## src/rtl/lc3b_types.sv

```systemverilog
// Shared LC-3b types for the memory subsystem.
// Word, byte-mask and arbiter state encodings.
package lc3b_types;

  typedef logic [15:0] lc3b_word;
  typedef logic [1:0]  lc3b_mem_wmask;

  typedef enum logic [1:0] {
    ARB_IDLE,
    ARB_SERVE_A,
    ARB_SERVE_B
  } arb_state_t;

endpackage

```

## src/rtl/mem_arbiter.sv

```systemverilog
// Shares one physical memory port between fetch (A) and MEM stage (B).
// B has priority; a starvation counter forces an A grant when needed.
module mem_arbiter
  import lc3b_types::*;
#(
  parameter int unsigned STARVE_LIMIT = 4
) (
  input  logic          clk,
  input  logic          rst_n,
  input  logic          read_a,
  input  lc3b_word      address_a,
  output logic          resp_a,
  output lc3b_word      rdata_a,
  input  logic          read_b,
  input  logic          write_b,
  input  lc3b_word      address_b,
  input  lc3b_word      wdata_b,
  input  lc3b_mem_wmask wmask_b,
  output logic          resp_b,
  output lc3b_word      rdata_b,
  output logic          pmem_read,
  output logic          pmem_write,
  output lc3b_word      pmem_address,
  output lc3b_word      pmem_wdata,
  output lc3b_mem_wmask pmem_wmask,
  input  logic          pmem_resp,
  input  lc3b_word      pmem_rdata
);

  localparam logic [3:0] LIMIT = 4'(STARVE_LIMIT);

  arb_state_t    state_q, state_d;
  logic [3:0]    starve_q, starve_d;
  lc3b_word      addr_q, addr_d;
  lc3b_word      wdata_q, wdata_d;
  lc3b_mem_wmask wmask_q, wmask_d;
  logic          wr_q, wr_d;

  logic req_b, grant_b, grant_a;
  logic serve_a, serve_b;

  assign req_b   = read_b | write_b;
  assign grant_b = req_b & (~read_a | (starve_q < LIMIT));
  assign grant_a = read_a & ~grant_b;

  always_comb begin
    state_d  = state_q;
    starve_d = starve_q;
    addr_d   = addr_q;
    wdata_d  = wdata_q;
    wmask_d  = wmask_q;
    wr_d     = wr_q;
    unique case (state_q)
      ARB_IDLE: begin
        if (grant_b) begin
          state_d = ARB_SERVE_B;
          addr_d  = address_b;
          wdata_d = wdata_b;
          wmask_d = wmask_b;
          wr_d    = write_b;
          // grant_b with read_a implies starve_q < LIMIT
          if (read_a) starve_d = starve_q + 4'd1;
        end else if (grant_a) begin
          state_d  = ARB_SERVE_A;
          addr_d   = address_a;
          wr_d     = 1'b0;
          starve_d = 4'd0;
        end
      end
      ARB_SERVE_A, ARB_SERVE_B: begin
        if (pmem_resp) state_d = ARB_IDLE;
      end
      default: state_d = ARB_IDLE;
    endcase
  end

  always_ff @(posedge clk or negedge rst_n) begin
    if (!rst_n) begin
      state_q  <= ARB_IDLE;
      starve_q <= 4'd0;
      addr_q   <= '0;
      wdata_q  <= '0;
      wmask_q  <= '0;
      wr_q     <= 1'b0;
    end else begin
      state_q  <= state_d;
      starve_q <= starve_d;
      addr_q   <= addr_d;
      wdata_q  <= wdata_d;
      wmask_q  <= wmask_d;
      wr_q     <= wr_d;
    end
  end

  assign serve_a = (state_q == ARB_SERVE_A);
  assign serve_b = (state_q == ARB_SERVE_B);

  assign pmem_read    = serve_a | (serve_b & ~wr_q);
  assign pmem_write   = serve_b & wr_q;
  assign pmem_address = addr_q;
  assign pmem_wdata   = wdata_q;
  assign pmem_wmask   = pmem_write ? wmask_q : 2'b00;

  assign resp_a  = serve_a & pmem_resp;
  assign resp_b  = serve_b & pmem_resp;
  assign rdata_a = resp_a ? pmem_rdata : '0;
  assign rdata_b = resp_b ? pmem_rdata : '0;

endmodule
```

## config.mk

```make
export PLATFORM = sky130hd
export DESIGN_NAME = mem_arbiter
export DESIGN_NICKNAME = d
export VERILOG_FILES = /design/src/rtl/lc3b_types.sv /design/src/rtl/mem_arbiter.sv
export SDC_FILE = /design/constraint.sdc
export NUM_CORES = 1
export LEC_CHECK = 0
export ABC_AREA = 1
export BUFFER_PORTS_ARGS = -buffer_cell sky130_fd_sc_hd__buf_4
export CAP_MARGIN = 15
export CELL_PAD_IN_SITES_DETAIL_PLACEMENT = 1
export CELL_PAD_IN_SITES_GLOBAL_PLACEMENT = 2
export CORE_UTILIZATION = 24
export CTS_BUF_LIST = sky130_fd_sc_hd__clkbuf_8
export DETAILED_ROUTE_END_ITERATION = 7
export PLACE_DENSITY = 0.89
export REMOVE_ABC_BUFFERS = 1
export SLEW_MARGIN = 40
export SYNTH_ARGS = -nofsm -noshare
export SYNTH_HDL_FRONTEND = slang
export SYNTH_SLANG_ARGS = --single-unit
```

## constraint.sdc

```tcl
create_clock -name clk -period 3.2 [get_ports clk]
set_clock_uncertainty 0.2 [all_clocks]
set_input_delay 0.32 -clock clk [delete_from_list [all_inputs] [get_ports clk]]
set_output_delay 0.32 -clock clk [all_outputs]
set_load 0.01 [all_outputs]
```

==> After elaboration in Yosys (flattened, before gate mapping) <==
Index checks and enable logic that the tools add are counted.
{ "totals": {"ff_bits": 41, "latch_bits": 0, "ram_bits": 0, "romBits": 0, "out_inout_bits": 70, "wordCells": 46, "mem_count": 0} }
{ "classes": {"addsub": 1, "multipliers": 0, "n_div": 0, "n_lt_le_gt_ge": 1, "n_eq_ne": 5, "shifts": 0, "n_mux": 14, "n_bitwise": 12, "n_reduce_logical": 7} }
{ "ops": {"columns": ["cell", "n"], "rows": [
  ["$mux 16", 4],
  ["$mux 4", 3],
  ["$mux 2", 4],
  ["$and 1x1->1", 6],
  ["$reduce_and 2->1", 3],
  ["$add 4x1->4 const B", 1],
  ["$lt 4x3->1 const B", 1],
  ["$ne 2x2->1 const B", 2],
  ["$pmux 2 s2", 1],
  ["$ne 3x3->1 const B", 1],
  ["$not 1->1", 3],
  ["$or 1x1->1", 3],
  ["$reduce_and 3->1", 1],
  ["$eq 2x1->1 const B", 1],
  ["$eq 2x2->1 const B", 1],
  ["$logic_not 2->1", 1],
  ["$mux 1", 2],
  ["$reduce_bool 2->1", 1],
  ["$reduce_or 2->1", 1]
]} }

==> Depth between registers and ports, before layout <==
{ "logic_depth": {"word_depth": 8, "ltp_mapped": 8} }

==> Worst setup path before layout <==
Ideal clock, no wire load.
{ "synth_path": {"path_kind": "flip-flop to output port", "start": "register state_q[0]", "end": "output resp_b", "arrival_ps": 1220, "required_ps": 2680, "setup_slack_ps": 1460, "stages_incl_launch_ff": 6, "n_path_buf": 1, "path_cell_list": "dfrtp_1 > inv_1 > ha_1 > nand2_1 > clkbuf_1 > inv_1"} }
{ "synth_between": {"elab_chain_cells": 2} }
{ "synth_lines": {"columns": ["element", "line", "text"], "rows": [
  ["from (decl)", "mem_arbiter.sv:32", "arb_state_t state_q, state_d;"],
  ["from (signal assigned)", "mem_arbiter.sv:86", "state_q <= state_d;"],
  ["$eq 2x2->1", "mem_arbiter.sv:96", "assign serve_b = (state_q == ARB_SERVE_B);"],
  ["$and 1x1->1", "mem_arbiter.sv:105", "assign resp_b = serve_b & pmem_resp;"],
  ["to (decl)", "mem_arbiter.sv:19", "output logic resp_b,"]
]} }
Every way passes these cells.

==> Worst setup path in the final report <==
{ "layout_path": {"start": "register state_q[0]", "end": "output rdata_b[14]"} }
{ "layout_between": {"elab_chain_cells": 3} }
{ "layout_lines": {"columns": ["element", "line", "text"], "rows": [
  ["$eq 2x2->1", "mem_arbiter.sv:96", null],
  ["$and 1x1->1", "mem_arbiter.sv:105", null],
  ["$mux 16", "mem_arbiter.sv:107", "assign rdata_b = resp_b ? pmem_rdata : '0;"],
  ["to (decl)", "mem_arbiter.sv:20", "output lc3b_word rdata_b,"]
]} }
Every way passes these cells.

==> results by group <==
Logic synthesis
  – Synth Warn #: 0
  – Synth area leaders: dfrtp_1 (44%), inv_1 (13%), nand2_1 (13%), nand3_1 (7.1%), nor2_1 (5.7%)
  – Flops & latches, synth: 41
  – Yosys top cell area share: 44.3%
  – Post-synth cell types: 20
  – Avg Synthesized Cell Area: ~7.2 um^2
  – Gate Count Post-Synth: 321
  – Seq/Total Area, Yosys: around 44%
  – Syn Std Cell Area: approximately 0.0023 mm^2
  – Yosys top cell by area: dfrtp_1

Routing
  – WL final: 6930 um
  – First-pass DRT Iterations: 4
  – Via density per instance: just over 4
  – Starting DRT DRC Count: 52
  – Antenna Nets Post-Route: 0
  – DRC violations left: 0
  – Wire per inst: between 10 and 15 um
  – Vias: 2421

Clock tree
  – CTS Root Buffer Type: clkbuf_8
  – Clock Tree Buf Depth: 2
  – CTS Buf Count: 5
  – CTS resizes: 0
  – Clk_lat worst skew: 0.29 ns
  – CTS tree: built
  – H-tree depth: 2
  – Clock transition at path regs: 0.08 ns
  – CTS sink cnt: 41

Final layout
  – Most common cell after layout, fill and taps aside: buf_4
  – Final-layout fill cell count: 1214
  – Post-Layout Inst Area: 0.00358 mm^2
  – Nets: 535
  – Most frequent cells in the layout: buf_4 (142), inv_1 (80), nand2_1 (80), dfrtp_1 (41), nor2_1 (35)
  – Number of antenna diodes: 0
  – Area grow syn2layout: 54.3%
  – Ratio of cells with drive above 1 in the final layout: 34.2%

Hold path
  – WHS Endpoint: pmem_wdata[14]
  – WHS Path Cells: 3
  – Hold Crit Class: input pin to flop
  – Worst hold start: wdata_b[14]

Power and ir drop
  – Internal power: 1.71 mW
  – Seq pwr share: 33.1%
  – Tot Pwr: ~2.8 mW
  – Leakage: 2.17 nW
  – Psw: 1.10 mW
  – Combinational Power Share: 49.4%
  – PD cells: 785 mW/mm^2
  – VDD IR max: 0.239 mV
  – Switching Fraction: between 30% and 40%
  – Clk pwr share: approximately 18%

Place
  – Post-Place Worst Slack: around 1.1 ns
  – Post-DP Area: ~0.0034 mm^2
  – Gpl congestion: 0.703
  – HPWL after detailed placement: 5430 um
  – Port bufs: 141

Setup path
  – CP Capture Type: output port
  – FF-to-FF path depth: 6
  – Dominant delay contributor by cell family on the critical path: simple AND/OR/NAND/NOR gates
  – Critical path arrival: 1.70 ns
  – FF-to-FF Start: state_q[0]
  – Max incr delay on CP: around 0.42 ns
  – CP required: 2.68 ns
  – Slowest stage cell, crit path: dfrtp_1
  – Worst Path Max Fanout: 17
  – Worst Path Buf+Inv: 2
  – Critical path cell sequence: inv_1 > ha_1 > nand2_1 > nor2_1 > buf_4
  – Crit Path Class: flop to output port
  – R2r setup slk: 1.13 ns
  – Crit path launch type: flop
  – Capturing point of the worst reg2reg path: wr_q
  – Crit path launch: state_q[0]

Floorplan
  – Core Region: 0.00928 mm^2
  – Chip Width: 100 um
  – Die Y: 100 um
  – Die Area: approximately 0.010 mm^2
  – Cell Rows: 35
  – Starting Density: 25.0%
  – # IOs: 142

Flow run
  – Max Cap Viol: 0

STA
  – # setup viols final: 0
  – Slew Limit Headroom: between 50 and 60%
  – Hold Fails Final Rpt: 0
  – Minimum clock period: approximately 2.2 ns
  – RSZ-0062 raised after global routing: no
  – Setup_tns: 0 ns
  – Worst Tran Pin Value: 0.610 ns
  – Tcrit/Tclk final: 69.5%
  – Fmax: 0.450 GHz
  – Final setup margin: slightly below 1 ns
  – Slew Viols, Final: 0

Global routing
  – Grt ovf: 0
  – Largest net degree at the start of global routing: 42
  – Initial antenna violation count: 0
  – Number of global-route vias before repair: 2440
  – Global-route wire length before repair: 11500 um
  – Total track usage: 14.3%

Outcome
  – Status: finished, final reports clean
-- through the flow --
stage / hold slack, ns / util, % / cells
finish: 0.0657 / 38.5 / 588
global route: 0.0854 / 38.5 / 588
CTS: 0.0564 / 38.5 / 588
detailed placement: 0.143 / 37.0 / 579
global placement: 0.144 / 37.0 / 579
floorplan: -0.176 / - / 308
-- timing repair --
action	in CTS	in global routing
hold buffers	1	0
hold endpoints to repair	41	0
endpoints found under the setup margin	0	0
setup buffers	0	0
-- cell usage after synthesis --
cell type and n:
a21boi_4 1, nor2_1 35, nand3_1 33, o21bai_1 1
clkbuf_1 3, buf_4 3, o21ai_0 18, nand4_1 2
nor2_4 1, inv_2 2, o21ai_1 5, o21ai_2 1
xor2_1 1, inv_1 80, nand2_8 1, nand2_1 80
dfrtp_1 41, ha_1 5, buf_6 7, nand3_2 1
-- worst reg2reg max path, cell delays in order, from the launching register on --
cell      delay, ns
dfrtp_1        0.42
inv_1          0.10
ha_1           0.27
a21boi_4       0.50
inv_2          0.27
nand2_1        0.11
o21ai_1        0.07
-- metal layers --
layer  GRT usage [%]  up-vias  part of all wire [%]  wire length, um
li1                -     1212                     -                -
met1            17.0     1108                    42             2920
met2            25.9       96                    50             3440
met3            3.34        5                   7.4              510
met4            3.34        0                  0.77               53
met5               0        -                     0                0
-- worst max path at each step --
stage	endpoint	slack (ns)	cells after the start
final	rdata_b[14]	0.98	5
after floorplan	pmem_wdata[0]	1.12	3
after detailed placement	wr_q	1.07	6
after global placement	wr_q	1.12	6
after CTS	rdata_b[14]	0.92	5
after global routing	rdata_b[7]	0.77	5
-- power groups by stage --
stage                     registers [mW]  logic, mW  clock network, mW
after floorplan                     1.00      0.619                  0
after global placement             0.937       1.37                  0
after detailed placement           0.939       1.43                  0
after CTS                          0.934       1.43              0.505
after global routing               0.963       1.58              0.524
final                              0.931       1.39              0.491
-- area by class of cell --
type                       instances  area [um^2]  area share, %
clock buffer                       5         68.8           1.92
clock inverter                     3         65.1           1.82
inverter                          82          308           8.60
multi-input combinational        185          872           24.4
sequential                        41         1030           28.7
tap                              129          161           4.51
timing repair buffer             143         1080           30.1
-- state kept, by name (all words and copies together) (netlist names) --
name / cells
pmem_address: 16
wr_q: 1
wmask_q: 2
pmem_wdata: 16
state_q: 2
starve_q: 4
-- logic make-up after synthesis --
| kind of cell | Yosys count | synth area share (%) |
|---|---|---|
| simple gates | 153 | 28.1 |
| buf+inv | 95 | 18.1 |
| flops | 41 | 44.3 |
| compound gates | 26 | 6.48 |
| fa+ha+maj | 5 | 2.70 |
| xor+xnor | 1 | 0.378 |
(Power assumes the default switching activity.)
